<file path="config.mk">
export PLATFORM = sky130hd
export DESIGN_NAME = ttc_clk_prescale_lite21
export DESIGN_NICKNAME = d
export VERILOG_FILES = /design/src/rtl/ttc_pkg21.sv /design/src/rtl/ttc_ext_edge_sync21.sv /design/src/rtl/ttc_clk_prescale_lite21.sv
export SDC_FILE = /design/constraint.sdc
export NUM_CORES = 1
export LEC_CHECK = 0
export CORE_ASPECT_RATIO = 1.75
export CORE_UTILIZATION = 50
export DETAILED_ROUTE_END_ITERATION = 12
export GPL_TIMING_DRIVEN = 0
export PLACE_DENSITY = 0.79
export SLEW_MARGIN = 10
export SYNTH_ARGS = -nofsm -noshare
export SYNTH_HDL_FRONTEND = slang
export SYNTH_SLANG_ARGS = --single-unit
</file>
<file path="constraint.sdc">
create_clock -name pclk21 -period 5.5 [get_ports pclk21]
set_input_delay 1.1 -clock pclk21 [delete_from_list [all_inputs] [get_ports pclk21]]
set_output_delay 1.1 -clock pclk21 [all_outputs]
set_load 0.01 [all_outputs]
</file>
<file path="src/rtl/ttc_pkg21.sv">
// -----------------------------------------------------------------------------
// ttc_pkg21
//
// Shared definitions for the TTC clock prescaler slice.
//
// Contents:
//   CLK_CTRL_*  bit positions inside the 7-bit clock-control value
//   CNT_W_DEF   default prescale counter width
//   ps_mask()   terminal-count mask for prescale value P
//
// Optional feature macro used by the users of this package: TTC_EXT_CLK_EN
// -----------------------------------------------------------------------------
package ttc_pkg21;

    // Clock-control field positions.
    localparam int CLK_CTRL_PS_EN    = 0;
    localparam int CLK_CTRL_PS_LSB   = 1;
    localparam int CLK_CTRL_PS_MSB   = 4;
    localparam int CLK_CTRL_EXT_SEL  = 5;
    localparam int CLK_CTRL_EXT_EDGE = 6;

    // Width of the clock-control value.
    localparam int CLK_CTRL_W = 7;

    // 16 bits are enough for the largest mask (P = 15 -> 16'hFFFF).
    localparam int CNT_W_DEF = 16;

    // Terminal-count mask 2^(P+1)-1. The counter ticks when all mask bits
    // are set, giving a divide ratio of 2^(P+1). Returned at 32 bits so the
    // caller can narrow it to its own counter width.
    function automatic logic [31:0] ps_mask(input logic [3:0] p);
        logic [4:0] sh;
        sh      = {1'b0, p} + 5'd1;
        ps_mask = (32'd1 << sh) - 32'd1;
    endfunction

endpackage : ttc_pkg21

</file>
<file path="src/rtl/ttc_ext_edge_sync21.sv">
// -----------------------------------------------------------------------------
// ttc_ext_edge_sync21
//
// Brings the asynchronous external clock into the pclk domain and turns the
// selected edge into a one-cycle event.
//
// Ports:
//   pclk_i      in   system clock, rising edge
//   rst_i       in   synchronous active-high reset
//   ext_clk_i   in   asynchronous external clock
//   edge_fall_i in   0 = report rising edges, 1 = report falling edges
//   evt_ext_o   out  one-cycle event on the selected synchronised edge
//
// Only built when TTC_EXT_CLK_EN is defined (see the top level).
// -----------------------------------------------------------------------------
module ttc_ext_edge_sync21 (
    input  logic pclk_i,
    input  logic rst_i,
    input  logic ext_clk_i,
    input  logic edge_fall_i,
    output logic evt_ext_o
);

    // s1_q/s2_q form the metastability synchroniser; h_q remembers the
    // previous synchronised level so edges can be detected.
    logic s1_q, s2_q, h_q;
    logic s1_d, s2_d, h_d;

    always_comb begin
        s1_d = ext_clk_i;
        s2_d = s1_q;
        h_d  = s2_q;
    end

    always_ff @(posedge pclk_i) begin
        if (rst_i) begin
            s1_q <= 1'b0;
            s2_q <= 1'b0;
            h_q  <= 1'b0;
        end else begin
            s1_q <= s1_d;
            s2_q <= s2_d;
            h_q  <= h_d;
        end
    end

    // Since h_q is cleared by reset, an external clock that is already high
    // at reset release produces one rising-edge event. That is intended.
    always_comb begin
        if (edge_fall_i) begin
            evt_ext_o = ~s2_q & h_q;
        end else begin
            evt_ext_o = s2_q & ~h_q;
        end
    end

endmodule : ttc_ext_edge_sync21

</file>
<file path="src/rtl/ttc_clk_prescale_lite21.sv">
// -----------------------------------------------------------------------------
// ttc_clk_prescale_lite21
//
// Turns the TTC clock-control value and counter enable into a registered
// one-cycle count tick for the timer counter. The tick source is every pclk
// cycle or, optionally, a synchronised external clock edge; an optional
// power-of-two prescaler divides the source by 2^(P+1).
//
// Parameters:
//   CNT_W              prescale counter width (>= 16)
//
// Ports:
//   pclk21             in   system clock, all logic on its rising edge
//   p_reset21          in   synchronous active-high reset
//   clk_ctrl_reg_in21  in   [0] prescale enable, [4:1] prescale value P,
//                           [5] external source select,
//                           [6] external edge (0 rising, 1 falling)
//   count_en_in21      in   counter enable; low restarts the prescaler
//   ext_clk21          in   asynchronous external clock
//   count_tick21       out  registered one-cycle tick to the counter
//   prescale_cnt21     out  current prescale count (read-back)
//
// Build option:
//   TTC_EXT_CLK_EN     when defined, bit [5] selects the external clock edge
//                      as the event source. When undefined, every pclk cycle
//                      is an event and ext_clk21 is not used.
// -----------------------------------------------------------------------------
module ttc_clk_prescale_lite21
    import ttc_pkg21::*;
#(
    parameter int CNT_W = CNT_W_DEF
) (
    input  logic                  pclk21,
    input  logic                  p_reset21,
    input  logic [CLK_CTRL_W-1:0] clk_ctrl_reg_in21,
    input  logic                  count_en_in21,
    input  logic                  ext_clk21,
    output logic                  count_tick21,
    output logic [CNT_W-1:0]      prescale_cnt21
);

    logic [CLK_CTRL_W-1:0] cfg_q, cfg_d;
    logic [CNT_W-1:0]      cnt_q, cnt_d;
    logic                  tick_q, tick_d;

    logic [CNT_W-1:0]      mask;
    logic [3:0]            ps_val;
    logic                  cfg_change;
    logic                  at_terminal;
    logic                  evt;

    // ------------------------------------------------------------------
    // Event source
    // ------------------------------------------------------------------
`ifdef TTC_EXT_CLK_EN
    logic evt_ext;

    ttc_ext_edge_sync21 u_ext_sync (
        .pclk_i      (pclk21),
        .rst_i       (p_reset21),
        .ext_clk_i   (ext_clk21),
        .edge_fall_i (cfg_q[CLK_CTRL_EXT_EDGE]),
        .evt_ext_o   (evt_ext)
    );

    assign evt = cfg_q[CLK_CTRL_EXT_SEL] ? evt_ext : 1'b1;
`else
    // External source not built: pclk is the only source.
    logic unused_ext_clk;
    assign unused_ext_clk = ext_clk21;
    assign evt            = 1'b1;
`endif

    // ------------------------------------------------------------------
    // Prescale mask
    // ------------------------------------------------------------------
    // The mask comes from the registered configuration. In any cycle where
    // it could matter the input equals cfg_q, because a differing input is a
    // change cycle that clears the count regardless.
    assign ps_val = cfg_q[CLK_CTRL_PS_MSB:CLK_CTRL_PS_LSB];
    assign mask   = cfg_q[CLK_CTRL_PS_EN] ? CNT_W'(ps_mask(ps_val)) : '0;

    assign cfg_change  = (clk_ctrl_reg_in21 != cfg_q);
    assign at_terminal = ((cnt_q & mask) == mask);

    // ------------------------------------------------------------------
    // Next-state logic, in priority order
    // ------------------------------------------------------------------
    always_comb begin
        cfg_d  = clk_ctrl_reg_in21;  // tracked every cycle, even when disabled
        cnt_d  = cnt_q;
        tick_d = 1'b0;

        if (!count_en_in21) begin
            // Disabling for any length of time restarts a full period.
            cnt_d = '0;
        end else if (cfg_change) begin
            // Clearing here keeps a stale high count from outliving a
            // smaller P; no tick is issued in the change cycle.
            cnt_d = '0;
        end else if (evt && at_terminal) begin
            cnt_d  = '0;
            tick_d = 1'b1;
        end else if (evt) begin
            cnt_d = cnt_q + CNT_W'(1);
        end
    end

    always_ff @(posedge pclk21) begin
        if (p_reset21) begin
            cfg_q  <= '0;
            cnt_q  <= '0;
            tick_q <= 1'b0;
        end else begin
            cfg_q  <= cfg_d;
            cnt_q  <= cnt_d;
            tick_q <= tick_d;
        end
    end

    assign count_tick21   = tick_q;
    assign prescale_cnt21 = cnt_q;

endmodule : ttc_clk_prescale_lite21

</file>
**Yosys cells after proc, flatten, opt, wreduce, memory -nomap -nowiden**

Index checks and enable logic that the tools add are counted.

- Bits in registers: 24
- Input bits: 11
- Output and inout bits: 17
- Logic and storage cells: 15

- Add/sub/neg operators: 3
- Eq/ne operators: 2
- Shifts and indexed selects: 1
- Muxes and demuxes: 2
- Bitwise logic cells: 2
- Reduce and logical (&&, ||, !) cells: 2

Operator list:

| cell | number |
|---|---|
| $add A16 B1 Y16 const B | 1 |
| $and A16 B16 Y16 | 1 |
| $eq A16 B16 Y1 | 1 |
| $mux W16 | 1 |
| $shl A1 B5 Y16 const A | 1 |
| $sub A16 B1 Y16 const B | 1 |
| $ne A7 B7 Y1 | 1 |
| $add A4 B1 Y5 const B | 1 |
| $reduce_or A4 Y1 | 1 |
| $reduce_or A3 Y1 | 1 |
| $mux W1 | 1 |
| $not A1 Y1 | 1 |

**Logic depth before layout (Yosys ltp)**

- Depth in word-level cells: 7
- Mapped depth: 12
- Mapped depth without buffers: 9

**Least setup slack after synthesis**

Ideal clock, no wire load.

- Kind: reg-to-reg
- Start point: register cfg_q[1]
- End point: register cnt_q[7], in the netlist prescale_cnt21[7]
- Library setup time: 64 ps
- Arrival time: 2424 ps
- Data required time: 5436 ps
- Slack: 3012 ps
- Stages on the path, launching flop included: 13
- Buffers on the path: 3
- Clock period less this slack: 2488 ps
- Cells stage by stage: dfxtp_1 > buf_4 > nor4_1 > inv_1 > ha_1 > clkbuf_1 > nor4bb_1 > a21oi_1 > o32a_1 > o2111ai_1 > o31ai_4 > buf_6 > nor2_1

- Cells in the longest elaborated chain, start to end: 7
- Elaborated cells between the ends (all ways): 8
- Classes of those cells: add/sub (2); eq/ne (2); shift (1); mux (1); bitwise (1); reduce/logical (1)

Ends and longest elaborated chain:

| item | RTL line | text |
|---|---|---|
| from (decl) | ttc_clk_prescale_lite21.sv:42 | `logic [CLK_CTRL_W-1:0] cfg_q, cfg_d;` |
| from (signal assigned) | ttc_clk_prescale_lite21.sv:115 | `cfg_q <= cfg_d;` |
| $add A4 B1 Y5 | ttc_pkg21.sv:33 | `sh = {1'b0, p} + 5'd1;` |
| $shl A1 B5 Y16 | ttc_pkg21.sv:34 | `ps_mask = (32'd1 << sh) - 32'd1;` |
| $sub A16 B1 Y16 | ttc_pkg21.sv:34 |  |
| $mux W16 | ttc_clk_prescale_lite21.sv:81 | `assign mask = cfg_q[CLK_CTRL_PS_EN] ? CNT_W'(ps_mask(ps_val)) : '0;` |
| $and A16 B16 Y16 | ttc_clk_prescale_lite21.sv:84 | `assign at_terminal = ((cnt_q & mask) == mask);` |
| $eq A16 B16 Y1 | ttc_clk_prescale_lite21.sv:84 |  |
| $reduce_or A4 Y1 (no source line) * | -- |  |
| to (signal assigned) | ttc_clk_prescale_lite21.sv:116 | `cnt_q <= cnt_d;` |
| to (decl) | ttc_clk_prescale_lite21.sv:43 | `logic [CNT_W-1:0] cnt_q, cnt_d;` |

Mark *: on every way between the ends. The rest lies on a longest branch, timed or not.
A chain may end at the register's enable or synchronous reset.

**Worst setup path after layout**

- Start point: register cfg_q[1]
- End point: register cnt_q[4], in the netlist prescale_cnt21[4]

The elaborated chain is that of the path after synthesis.

==> impl_metrics.json <==
{
  "result_of_the_run": "finished clean",
  "clockPowerShare_pct": 35.6,
  "critical_path.startpoint_type": "register",
  "arrival_worst_endpoint_ns": 3.12,
  "synth_cell_type_count": 42,
  "commonest_cells_after_routing_fill_and_taps_aside": "26 x sky130_fd_sc_hd__clkdlybuf4s50_1, 24 x sky130_fd_sc_hd__dfxtp_1, 19 x sky130_fd_sc_hd__nor2_1",
  "worst-path-buf-inv": 4,
  "fin_crit_ns": 2.92,
  "ys_warn_count": 0,
  "synth_sequential_area_ratio_pct": 37.0,
  "timing.critical_path.slowest_cell_delay_ns": 0.44,
  "grt.met3_usage_pct": 4.81,
  "ioPinCount": 28,
  "route.antenna.remaining_nets": 0,
  "cellPowerDensity_mw_per_mm2": 209,
  "globalRoute.busiestLayer": "met2",
  "hold_path.class": "reg -> reg",
  "first_pass_grt_wire_length_mm": 4.77,
  "overall_global_routing_usage_pct": 24.3,
  "portBuffers": 26,
  "avgRoutedWirePerCell_um": 14.5,
  "grt_overflow": 0,
  "critical_path.cell_chain": "buf_4 > nor4_1 > inv_1 > ha_1 > clkbuf_1 > nor4bb_1 > a21oi_1 > o32a_1 > o2111ai_1 > o31ai_4 > buf_6 > nor2_1",
  "htree_levels": 1,
  "hold_fix_buffer_count_after_cts": 0,
  "yosys_most_used_dff": "sky130_fd_sc_hd__dfxtp_1",
  "worstPathMaxFanout": 10,
  "met2_usage_pct": 40.2,
  "critical_path_class": "reg -> reg",
  "total_switching_power_mw": 0.0823,
  "r2r_setup_slack_ns": 2.58,
  "dpl.hpwl_mm": 2.30,
  "nets": 195,
  "postSynth.asyncResetShare_pct": 0,
  "setup_buffers_after_cts": 0,
  "cts_max_path_buffers": 2,
  "drt_iter0_markers": 26,
  "dr.pass1.iters": 4,
  "clock_sinks": 24,
  "die_h_um": 69.4,
  "postSynthCellCount": 151,
  "cp-end-kind": "register",
  "number_of_global_route_vias_before_repair": 1134,
  "final-max-slew-violation-count": 0,
  "unrepaired_setup_endpoints_after_global_routing": "no",
  "vdd.ir_drop.worst_mv": 0.181,
  "mostFrequentLayoutCell": "sky130_fd_sc_hd__clkdlybuf4s50_1",
  "placement_rows": 24,
  "synth_fp_nets": 164,
  "die_w_um": 40.5,
  "detailedPlace.worstSlack_ns": 2.51,
  "clock-skew-final_ns": 0.00730,
  "clock_latency_ns": 0.27,
  "count_of_unresolved_drc_violations_after_routing": 0,
  "num_antenna_cells": 0,
  "layout_setup_ws_ns": 2.58,
  "power.share.sequential_pct": 52.1,
  "grt_util_met1_pct": 25.2,
  "power.switching_fraction_pct": 23.9,
  "setup_tns_ns": 0,
  "setup-violations-final": 0,
  "post_drt_via_cell_ratio": 5.78,
  "synth.avg_cell_area_um2": 8.60,
  "synth-edff-count": 0,
  "max_freq_mhz": 343,
  "power.internal_mw": 0.261,
  "syn2layout_area_growth_pct": 26.8,
  "max_cap_viols": 0,
  "yosys_register_bits": 24,
  "mappedNetlistArea_mm2": 0.00130,
  "final-hold-violation-count": 0,
  "postRouteWirelength_mm": 3.00,
  "cts_resized": 0,
  "tritoncts.num_buffers": 3,
  "finalWeightedCongestion": 0.894,
  "crit_family": "simple AND/OR/NAND/NOR gates",
  "initial_utilization_pct": 52.7,
  "dr_vias": 1197,
  "antenna_found_initial": 0,
  "clk_transition_reported_paths_ns": 0.09,
  "power.combinational.fraction_pct": 12.3,
  "fp.dieArea_mm2": 0.00281,
  "floorplan_core_area_mm2": 0.00246,
  "critPathSlowestCell": "sky130_fd_sc_hd__nor4_1",
  "tritoncts_clock_tree": "yes",
  "layout.core_utilization_pct": 66.9,
  "critical_path_required_ns": 5.71,
  "clk_root_buffer_cell": "sky130_fd_sc_hd__clkbuf_8",
  "drive_above_1_share_pct": 7.18,
  "finalCritPeriodShare_pct": 53.0,
  "grt_start_max_net_pins": 14,
  "power.static_leakage_nw": 0.586
}
## cell families after synthesis
family / Yosys count / synth area share, %
and+or+nand+nor: 66 / 27.9
DFF: 24 / 37.0
AOI/OAI and AO/OA: 23 / 12.1
xor gates and xnor gates: 22 / 14.8
buffers and inverters: 12 / 5.01
adders and majority gates: 2 / 1.93
other: 1 / 0.289
muxes: 1 / 0.867
## registers in the layout, summed over array words and instances (netlist names)
name / flops
cfg_q: 7
prescale_cnt21: 16
count_tick21: 1
## routing by layer
layer  wire length, um  up-vias
li1                  -      580
met1              1160      559
met2              1550       44
met3               133       14
met4               161        0
met5                 0        -
## layout make-up
class | count | area (um^2)
tap | 26 | 32.5
fill | 222 | 816
clock buffer | 4 | 55.1
inverter | 5 | 18.8
multi-input combinational | 115 | 753
sequential | 24 | 480
buffer | 7 | 46.3
timing repair buffer | 26 | 260
## power by group through the flow
stage | Combinational (mW) | Sequential, mW | Clock (mW)
after detailed placement | 0.0417 | 0.183 | 0
final | 0.0423 | 0.179 | 0.123
after floorplan | 0.0276 | 0.182 | 0
after global routing | 0.0459 | 0.180 | 0.131
after CTS | 0.0421 | 0.179 | 0.123
after global placement | 0.0396 | 0.183 | 0
## worst paths after layout
| kind | cells past startpoint | to | start |
|---|---|---|---|
| setup / recovery | 12 | prescale_cnt21[4] | cfg_q[1] |
| hold / removal | 1 | count_tick21 | cfg_q[0] |
| setup reg to reg | 12 | prescale_cnt21[4] | cfg_q[1] |
| hold reg to reg | 1 | count_tick21 | cfg_q[0] |
## cell usage after synthesis, types with 2 or more instances
master | n | area share (%)
sky130_fd_sc_hd__nand3_1 | 5 | 1.9
sky130_fd_sc_hd__or3_1 | 2 | 0.96
sky130_fd_sc_hd__nor2b_1 | 7 | 3.4
sky130_fd_sc_hd__o21ai_0 | 4 | 1.5
sky130_fd_sc_hd__nor4_1 | 3 | 1.4
sky130_fd_sc_hd__o22ai_1 | 2 | 0.96
sky130_fd_sc_hd__clkbuf_1 | 3 | 0.87
sky130_fd_sc_hd__a21oi_1 | 8 | 3.1
sky130_fd_sc_hd__and2_1 | 3 | 1.4
sky130_fd_sc_hd__inv_1 | 5 | 1.4
sky130_fd_sc_hd__nand2_1 | 6 | 1.7
sky130_fd_sc_hd__xor2_1 | 10 | 6.7
sky130_fd_sc_hd__nor2_1 | 19 | 5.5
sky130_fd_sc_hd__buf_6 | 2 | 1.7
sky130_fd_sc_hd__and3_1 | 6 | 2.9
sky130_fd_sc_hd__dfxtp_1 | 24 | 37
sky130_fd_sc_hd__xnor2_1 | 12 | 8.1
sky130_fd_sc_hd__nand2b_1 | 2 | 0.96
sky130_fd_sc_hd__ha_1 | 2 | 1.9
sky130_fd_sc_hd__nand4_1 | 4 | 1.9
## through the flow
stage	instance area [um^2]	cells	hold slack (ns)	power (mW)
final	1650	207	0.491	0.344
after global placement	1590	203	0.469	0.222
after detailed placement	1590	203	0.472	0.225
after global routing	1650	207	0.527	0.357
after floorplan	1300	151	0.441	0.210
after CTS	1650	207	0.491	0.344
Note: power is estimated with default switching activity, not from simulation.
